===== src/rtl/fixed_to_bcd.sv =====
// Converts a signed Q18.14 fixed-point value into sign + 6 integer BCD digits + 4 truncated fraction BCD digits.
// Integer part uses double dabble (18 cycles), fraction uses repeated multiply-by-10 (4 cycles).

// state     | meaning
// IDLE      | waiting for start; outputs hold last result
// CONV_INT  | shifting integer bits MSB first through the BCD digits
// CONV_FRAC | emitting one fraction digit per cycle, tenths first
module fixed_to_bcd (
  input  logic        clk,
  input  logic        rst,
  input  logic        start,
  input  logic [31:0] value,
  input  logic        overflow_in,
  output logic        busy,
  output logic        done,
  output logic        sign,
  output logic [23:0] int_bcd,
  output logic [15:0] frac_bcd,
  output logic        ovf_flag
);

  typedef enum logic [1:0] {IDLE, CONV_INT, CONV_FRAC} state_t;

  state_t      state, state_next;
  logic [4:0]  cnt;
  logic        cnt_tc;
  logic        capture, finish;
  logic [31:0] mag;
  logic [17:0] int_sh;
  logic [13:0] frac_sh;
  logic [23:0] int_work;
  logic [23:0] int_adj;
  logic [15:0] frac_work;
  logic [15:0] frac_final;
  logic [17:0] prod;
  logic [3:0]  digit;
  logic        neg, ovf_cap;

  // 0x80000000 negates to itself, which is the intended unsigned magnitude
  assign mag        = value[31] ? (~value + 32'd1) : value;
  assign cnt_tc     = (cnt == 5'd0);
  assign busy       = (state != IDLE);
  assign prod       = {4'd0, frac_sh} * 18'd10;
  assign digit      = prod[17:14];
  assign frac_final = {frac_work[11:0], digit};

  always_comb begin
    int_adj = int_work;
    for (int i = 0; i < 6; i++) begin
      if (int_work[4*i +: 4] >= 4'd5)
        int_adj[4*i +: 4] = int_work[4*i +: 4] + 4'd3;
    end
  end

  always_ff @(posedge clk or posedge rst) begin
    if (rst) state <= IDLE;
    else     state <= state_next;
  end

  always_comb begin
    state_next = state;
    capture    = 1'b0;
    finish     = 1'b0;
    case (state)
      IDLE: begin
        if (start) begin
          capture    = 1'b1;
          state_next = CONV_INT;
        end
      end
      CONV_INT: begin
        if (cnt_tc) state_next = CONV_FRAC;
      end
      CONV_FRAC: begin
        if (cnt_tc) begin
          finish     = 1'b1;
          state_next = IDLE;
        end
      end
      default: state_next = IDLE;
    endcase
  end

  always_ff @(posedge clk or posedge rst) begin
    if (rst) begin
      cnt       <= 5'd0;
      int_sh    <= 18'd0;
      frac_sh   <= 14'd0;
      int_work  <= 24'd0;
      frac_work <= 16'd0;
      neg       <= 1'b0;
      ovf_cap   <= 1'b0;
      done      <= 1'b0;
      sign      <= 1'b0;
      int_bcd   <= 24'd0;
      frac_bcd  <= 16'd0;
      ovf_flag  <= 1'b0;
    end else begin
      done <= finish;
      if (capture) begin
        int_sh    <= mag[31:14];
        frac_sh   <= mag[13:0];
        neg       <= value[31];
        ovf_cap   <= overflow_in;
        int_work  <= 24'd0;
        frac_work <= 16'd0;
        cnt       <= 5'd17;
      end else if (state == CONV_INT) begin
        // top digit never exceeds 1, so dropping int_adj[23] loses nothing
        int_work <= {int_adj[22:0], int_sh[17]};
        int_sh   <= {int_sh[16:0], 1'b0};
        cnt      <= cnt_tc ? 5'd3 : cnt - 5'd1;
      end else if (state == CONV_FRAC) begin
        frac_work <= frac_final;
        frac_sh   <= prod[13:0];
        if (!cnt_tc) cnt <= cnt - 5'd1;
      end
      if (finish) begin
        int_bcd  <= int_work;
        frac_bcd <= frac_final;
        sign     <= neg & ((|int_work) | (|frac_final));
        ovf_flag <= ovf_cap;
      end
    end
  end

endmodule


===== config.mk =====
export PLATFORM = sky130hd
export DESIGN_NAME = fixed_to_bcd
export DESIGN_NICKNAME = d
export VERILOG_FILES = /design/src/rtl/fixed_to_bcd.sv
export SDC_FILE = /design/constraint.sdc
export NUM_CORES = 1
export LEC_CHECK = 0
export CAP_MARGIN = 10
export CORE_MARGIN = 4
export CORE_UTILIZATION = 51
export CTS_CLUSTER_SIZE = 8
export DETAILED_ROUTE_END_ITERATION = 7
export PLACE_DENSITY = 0.77
export SLEW_MARGIN = 15
export SYNTH_ARGS = -nofsm -noshare
export SYNTH_HDL_FRONTEND = slang
export SYNTH_SLANG_ARGS = --single-unit

===== constraint.sdc =====
create_clock -name clk -period 3.85 [get_ports clk]
set_clock_uncertainty 0.15 [all_clocks]
set_input_delay 0.77 -clock clk [delete_from_list [all_inputs] [get_ports clk]]
set_output_delay 0.77 -clock clk [all_outputs]
set_load 0.005 [all_outputs]

==> results.py, run 1 <==
metrics = {
    "timing": {
        "rsz0062_at_grt": "false",
        "timing.final.crit_period_ns": 3.14,
        "setup_viol": 0,
        "max-slew-margin-rel_pct": 41.1,
        "holdWs_ns": 0.325,
        "tns_ns": 0,
        "final.period_utilization_pct": 81.5,
        "tightest_slew_ns": 0.880,
        "max_freq_ghz": 0.319,
        "setup_slack_ns": 0.713,
        "hold_viol": 0,
        "drv_slew": 0,
    },
    "detailed_routing": {
        "vias_per_cell": 5.75,
        "ant_nets": 0,
        "drtIter0Drc": 437,
        "wire_per_inst_um": 16.8,
        "route.detailed.drc": 0,
        "drtPass1Iterations": 5,
        "wirelength_um": 16100,
        "vias": 5513,
    },
    "critical_path": {
        "startpoint_type": "input port",
        "cp-end-kind": "register",
        "arrival_ns": 3.28,
        "slowest_delay_ns": 0.69,
        "required_ns": 3.99,
        "cp_slowest_cell": "nor2_1",
        "cp_max_fo": 43,
        "path_cells": "clkdlybuf4s50_1, nor3b_2, nor2_1, nand2_2, buf_12, mux2_2",
        "path_class": "in2reg",
    },
    "cts": {
        "hold_buffers": 0,
        "clk-insertion-delay-late_ns": 0.42,
        "clk_pin_slew_ns": 0.06,
        "ctsHtreeMaxLevel": 4,
        "postCtsSetupBuffers": 0,
        "cts-root-buf": "clkbuf_16",
        "clk_path_buf_depth": 2,
        "cts-buffers-inserted": 17,
        "cts_sinks": 120,
        "cts_resized": 0,
        "cts_tree": "yes",
    },
    "pwr": {
        "power_density_nw_per_um2": 836,
        "switching_power_mw": 2.72,
        "sw_frac_of_total_pct": 38.5,
        "power_frac_seq_pct": 31.7,
        "pwr-share-clk_pct": 24.4,
        "p_leak_nw": 3.79,
        "power_mw": 7.06,
        "intPower_mw": 4.34,
        "vdd_drop_max_mv": 0.409,
        "power_frac_comb_pct": 43.8,
    },
    "grt": {
        "grt_use_total_pct": 22.9,
        "grt_pass1_vias": 5716,
        "grt_overflow": 0,
        "grt_pass1_wl_um": 27500,
        "grt_max_degree": 87,
        "antenna_found_initial": 0,
    },
    "logic_synthesis": {
        "syn-mean-instance-area_um2": 9.69,
        "ys_ff_latch": 120,
        "syn_inst": 701,
        "seq_area_frac_synth_pct": 44.2,
        "synth_flop_cell": "dfrtp_1",
        "yosysWarnings": 0,
        "syn-cell-area_um2": 6790,
        "syn-num-nets": 781,
        "async_flop_share_pct": 100,
        "synth-edff-count": 0,
        "yosysUniqueCellTypes": 52,
    },
    "placement": {
        "dp_slack_ns": 0.315,
        "dp_hpwl_um": 11400,
        "dp_cells": 927,
        "placed_area_um2": 7790,
        "io_buffers": 79,
        "gp_congestion": 0.920,
    },
    "min_path": {
        "hold_class": "reg2reg",
    },
    "layout": {
        "post-route-util_pct": 65.8,
        "drive_above_1_share_pct": 10.9,
        "fin_cells": 959,
        "diodes": 0,
        "postLayoutCellArea_um2": 8440,
        "final_common_cell": "dfrtp_1",
        "syn_to_final_growth_pct": 24.2,
        "final_cell_mix": "dfrtp_1 (120), nand2_1 (84), o21ai_0 (83), clkdlybuf4s50_1 (79), a21oi_1 (49)",
        "nets": 854,
    },
    "die": {
        "dieArea_um2": 15200,
        "initial_utilization_pct": 53.0,
        "std_cell_rows": 41,
        "die_height_um": 123,
        "core-area_um2": 12800,
        "die_w_um": 123,
        "ioPinCount": 80,
    },
    "outcome": {
        "status": "completed",
    },
    "flow_run": {
        "maxCapViolations": 0,
    },
}
-- power groups by stage --
stage	sequential, mW	combinational [mW]	clock (mW)
after global placement	2.21	2.91	0
after floorplan	2.10	2.19	0
after CTS	2.23	3.11	1.75
final	2.24	3.09	1.72
after global routing	2.31	3.48	1.81
after detailed placement	2.25	3.05	0
-- sequential cells by signal, summed over array words and instances (netlist names), 2 cells and up --
name / cells
int_work: 24
int_bcd: 24
frac_sh: 14
frac_bcd: 16
state: 2
frac_work: 12
int_sh: 18
cnt: 5
-- logic make-up after synthesis --
kind of cell	share of synthesized area [%]
AOI/OAI and AO/OA	18.5
and+or+nand+nor	14.9
DFF	44.2
buffers and inverters	3.26
xor gates and xnor gates	6.06
adders and majority gates	8.21
muxes	4.90
-- cells in the mapped netlist, drive strengths merged (2+ instances only) --
cell | n | area share, %
dfrtp | 120 | 44
nand2 | 85 | 4.7
o21ai | 83 | 6.1
a21oi | 49 | 3.6
ha | 43 | 7.9
clkbuf | 35 | 1.9
xor2 | 27 | 3.5
mux2 | 26 | 4.3
nor2 | 25 | 1.4
inv | 22 | 1.2
nand3 | 22 | 1.6
xnor2 | 20 | 2.6
and3 | 15 | 1.4
nand2b | 11 | 1.1
o31ai | 11 | 1.4
a22o | 9 | 1.2
a22oi | 8 | 0.88
nor4 | 8 | 0.83
nor3b | 7 | 0.77
o41ai | 7 | 1.2
or4 | 7 | 0.99
a21o | 5 | 0.55
nor3 | 5 | 0.44
o211ai | 5 | 0.55
a211oi | 4 | 0.44
a32o | 4 | 0.59
mux2i | 4 | 0.59
nand4 | 4 | 0.37
nor2b | 3 | 0.28
o21a | 3 | 0.33
o31a | 3 | 0.39
a211o | 2 | 0.26
a21boi | 2 | 0.22
a31oi | 2 | 0.18
buf | 2 | 0.11
nor4bb | 2 | 0.29
or2 | 2 | 0.18
-- final cells by class --
class / instances / area [µm²]
clock buffer: 19 / 453
clock inverter: 13 / 194
fill: 994 / 4390
inverter: 22 / 86.3
multi-input combinational: 522 / 3580
sequential: 120 / 3000
tap: 172 / 215
timing repair buffer: 91 / 906
-- metal layers --
metal	global-route usage (%)	share of wire (%)	vias up
met5	0	0	-
met2	37.1	48	159
met3	5.44	4.8	32
met1	29.5	45	2659
li1	-	-	2663
met4	9.34	2.4	0
-- final timing paths --
kind	start	to	slack [ns]	depth (start not counted)
min	int_bcd[12]	int_bcd[12]	0.32	2
max in group asynchronous	rst	frac_sh[7]	2.48	3
max reg2reg	frac_sh[1]	sign	0.92	9
min reg2reg	int_bcd[12]	int_bcd[12]	0.32	2
min in group asynchronous	rst	int_bcd[14]	0.69	3
max	start	int_bcd[2]	0.71	6
-- critical path: cells and delay by family --
kind	cells	cell delay, ns
AND/OR/NAND/NOR	3	1.35
multiplexers	1	0.29
buffers and inverters	2	0.85
Power figures use the tool's default switching activity.
==> run 2, diff against run 1 <==
==> constraint.sdc (replaced) <==
create_clock -name clk -period 2.5 [get_ports clk]
set_clock_uncertainty 0.15 [all_clocks]
set_input_delay 0.5 -clock clk [delete_from_list [all_inputs] [get_ports clk]]
set_output_delay 0.5 -clock clk [all_outputs]
set_load 0.005 [all_outputs]
==> run 2 against run 1 <==
  * Clock power grew 51%
  * Count of clock-buffer cells in the layout is 2 lower
  * Hold slack gained 0.0019 ns
  * Setup slack worse by 0.84 ns
  * The flow now finishes with violations (negative setup slack)
  * Critical path type is now reg2reg
  * Via count increased by 8.2%
  * Core utilization increased by 5.3 points
  * Largest cell class unchanged
  * Critical endpoint is now sign
==> results.py, run 2 (synthesized netlist as in run 1, its figures left out) <==
metrics = {
    "placement": {
        "placed_area_um2": 8240,
        "dp_hpwl_um": 12200,
        "gp_congestion": 0.905,
        "dp_cells": 981,
        "io_buffers": 79,
    },
    "pwr": {
        "p_leak_nw": 4.08,
        "power_density_nw_per_um2": 1290,
        "power_mw": 11.8,
        "vdd_drop_max_mv": 0.673,
    },
    "cts": {
        "clk-insertion-delay-late_ns": 0.42,
        "cts-root-buf": "clkbuf_16",
        "cts-buffers-inserted": 17,
        "cts_tree": "yes",
        "clk_pin_slew_ns": 0.06,
        "ctsHtreeMaxLevel": 4,
        "cts_sinks": 120,
        "clk_path_buf_depth": 2,
        "hold_buffers": 0,
    },
    "critical_path": {
        "required_ns": 2.63,
        "cp_max_fo": 3,
        "startpoint_type": "register",
        "cp-end-kind": "register",
        "arrival_ns": 2.76,
        "path_class": "reg2reg",
        "reg2reg_depth": 9,
    },
    "detailed_routing": {
        "vias_per_cell": 5.86,
        "drtPass1Iterations": 5,
        "wirelength_um": 17900,
        "vias": 5967,
        "ant_nets": 0,
        "wire_per_inst_um": 17.6,
        "route.detailed.drc": 0,
        "drtIter0Drc": 503,
    },
    "die": {
        "initial_utilization_pct": 53.0,
        "core-area_um2": 12800,
        "std_cell_rows": 41,
        "ioPinCount": 80,
        "dieArea_um2": 15200,
        "die_w_um": 123,
        "die_height_um": 123,
    },
    "layout": {
        "top_regs": "int_bcd: 24 flops, int_work: 24 flops, int_sh: 18 flops",
        "diodes": 0,
        "post-route-util_pct": 71.1,
        "fin_cells": 1018,
        "drive_above_1_share_pct": 21.0,
        "final_cell_mix": "dfrtp_1 (118), nand2_1 (84), o21ai_0 (73), clkdlybuf4s50_1 (72), buf_4 (65)",
        "final_common_cell": "dfrtp_1",
        "nets": 913,
        "postLayoutCellArea_um2": 9120,
        "syn_to_final_growth_pct": 34.2,
    },
    "timing": {
        "final.period_utilization_pct": 105,
        "drv_slew": 0,
        "max_freq_ghz": 0.381,
        "timing.final.crit_period_ns": 2.63,
        "hold_viol": 0,
        "tightest_slew_ns": 0.513,
        "setup_viol": 8,
        "setup_slack_ns": -0.128,
        "max-slew-margin-rel_pct": 65.5,
        "rsz0062_at_grt": "true",
    },
    "outcome": {
        "violations": "negative setup slack",
        "status": "complete, but fails checks",
    },
    "grt": {
        "grt_max_degree": 90,
        "grt_pass1_vias": 6072,
        "grt_overflow": 0,
        "grt_use_total_pct": 24.2,
        "antenna_found_initial": 0,
        "grt_pass1_wl_um": 29000,
    },
    "min_path": {
        "hold_depth": 2,
        "hold_class": "reg2reg",
    },
    "flow_run": {
        "maxCapViolations": 0,
    },
}
-- run 2: changes by cell type in the layout (fill, tap and decap cells not counted), moves of 3 or more --
| cell | before | now |
|---|---|---|
| a211oi_1 | 4 | 1 |
| a211oi_2 | 0 | 3 |
| buf_4 | 10 | 65 |
| clkdlybuf4s50_1 | 79 | 72 |
| dlygate4sd2_1 | 0 | 7 |
| ha_1 | 43 | 29 |
| ha_2 | 0 | 4 |
| ha_4 | 0 | 10 |
| o21ai_0 | 83 | 73 |
| o21ai_1 | 0 | 10 |
| o31ai_1 | 10 | 7 |
| o31ai_2 | 0 | 3 |
-- run 2: what timing repair did --
| item | 4_1_cts | 5_1_grt |
|---|---|---|
| resized for setup | 18 | 33 |
| buffers inserted | 3 | 3 |
| setup endpoints to repair | 13 | 22 |
| pin swaps | 16 | 18 |
-- run 2: final cells by class --
| type | count | area (µm²) |
|---|---|---|
| clock buffers | 17 | 425 |
| clock inverters | 15 | 201 |
| fillers | 908 | 3710 |
| inverters | 22 | 86.3 |
| multi-input cells | 522 | 3810 |
| flip-flops and latches | 120 | 3010 |
| well taps | 172 | 215 |
| repair buffers | 150 | 1370 |
-- run 2: report_power, final --
group / internal, mW / total, mW / leakage (nW) / switching, mW
sequential: 2.73 / 3.45 / 1.56 / 0.711
combinational: 2.80 / 5.76 / 2.22 / 2.95
clock: 1.67 / 2.59 / 0.299 / 0.925
-- run 2: worst max-delay path, cell delays in order (launching register included) --
cell and delay (ns):
dfrtp_1 0.41, ha_4 0.25, ha_4 0.16, fa_2 0.38, a211oi_2 0.19, o21a_2 0.20
a211oi_2 0.08, a211o_1 0.30, xnor2_2 0.22, a41oi_1 0.14
-- run 2: final timing paths --
path / from / endpoint / slack [ns]
min in group asynchronous: rst / frac_bcd[14] / 0.44
hold reg to reg: int_bcd[12] / int_bcd[12] / 0.33
setup / recovery: frac_sh[1] / sign / -0.13
setup reg to reg: frac_sh[1] / sign / -0.13
max in group asynchronous: rst / int_bcd[16] / 1.40
hold / removal: int_bcd[12] / int_bcd[12] / 0.33
-- run 2: through the flow --
step	hold WS [ns]	setup TNS (ns)	worst slack, ns
after global placement	0.311	-6.88	-0.405
final	0.327	-0.411	-0.128
after floorplan	0.292	-0.00970	-0.00970
after global routing	0.351	-1.44	-0.205
after detailed placement	0.320	-8.88	-0.489
after CTS	0.332	-0.625	-0.161
-- run 2: per-layer routing --
layer  global-route usage (%)  part of all wire, %  vias up
li1                         -                    -     2790
met1                     29.2                   40     2867
met2                     42.0                   51      253
met3                     5.35                  6.4       57
met4                     9.48                  3.0        0
met5                        0                    0        -
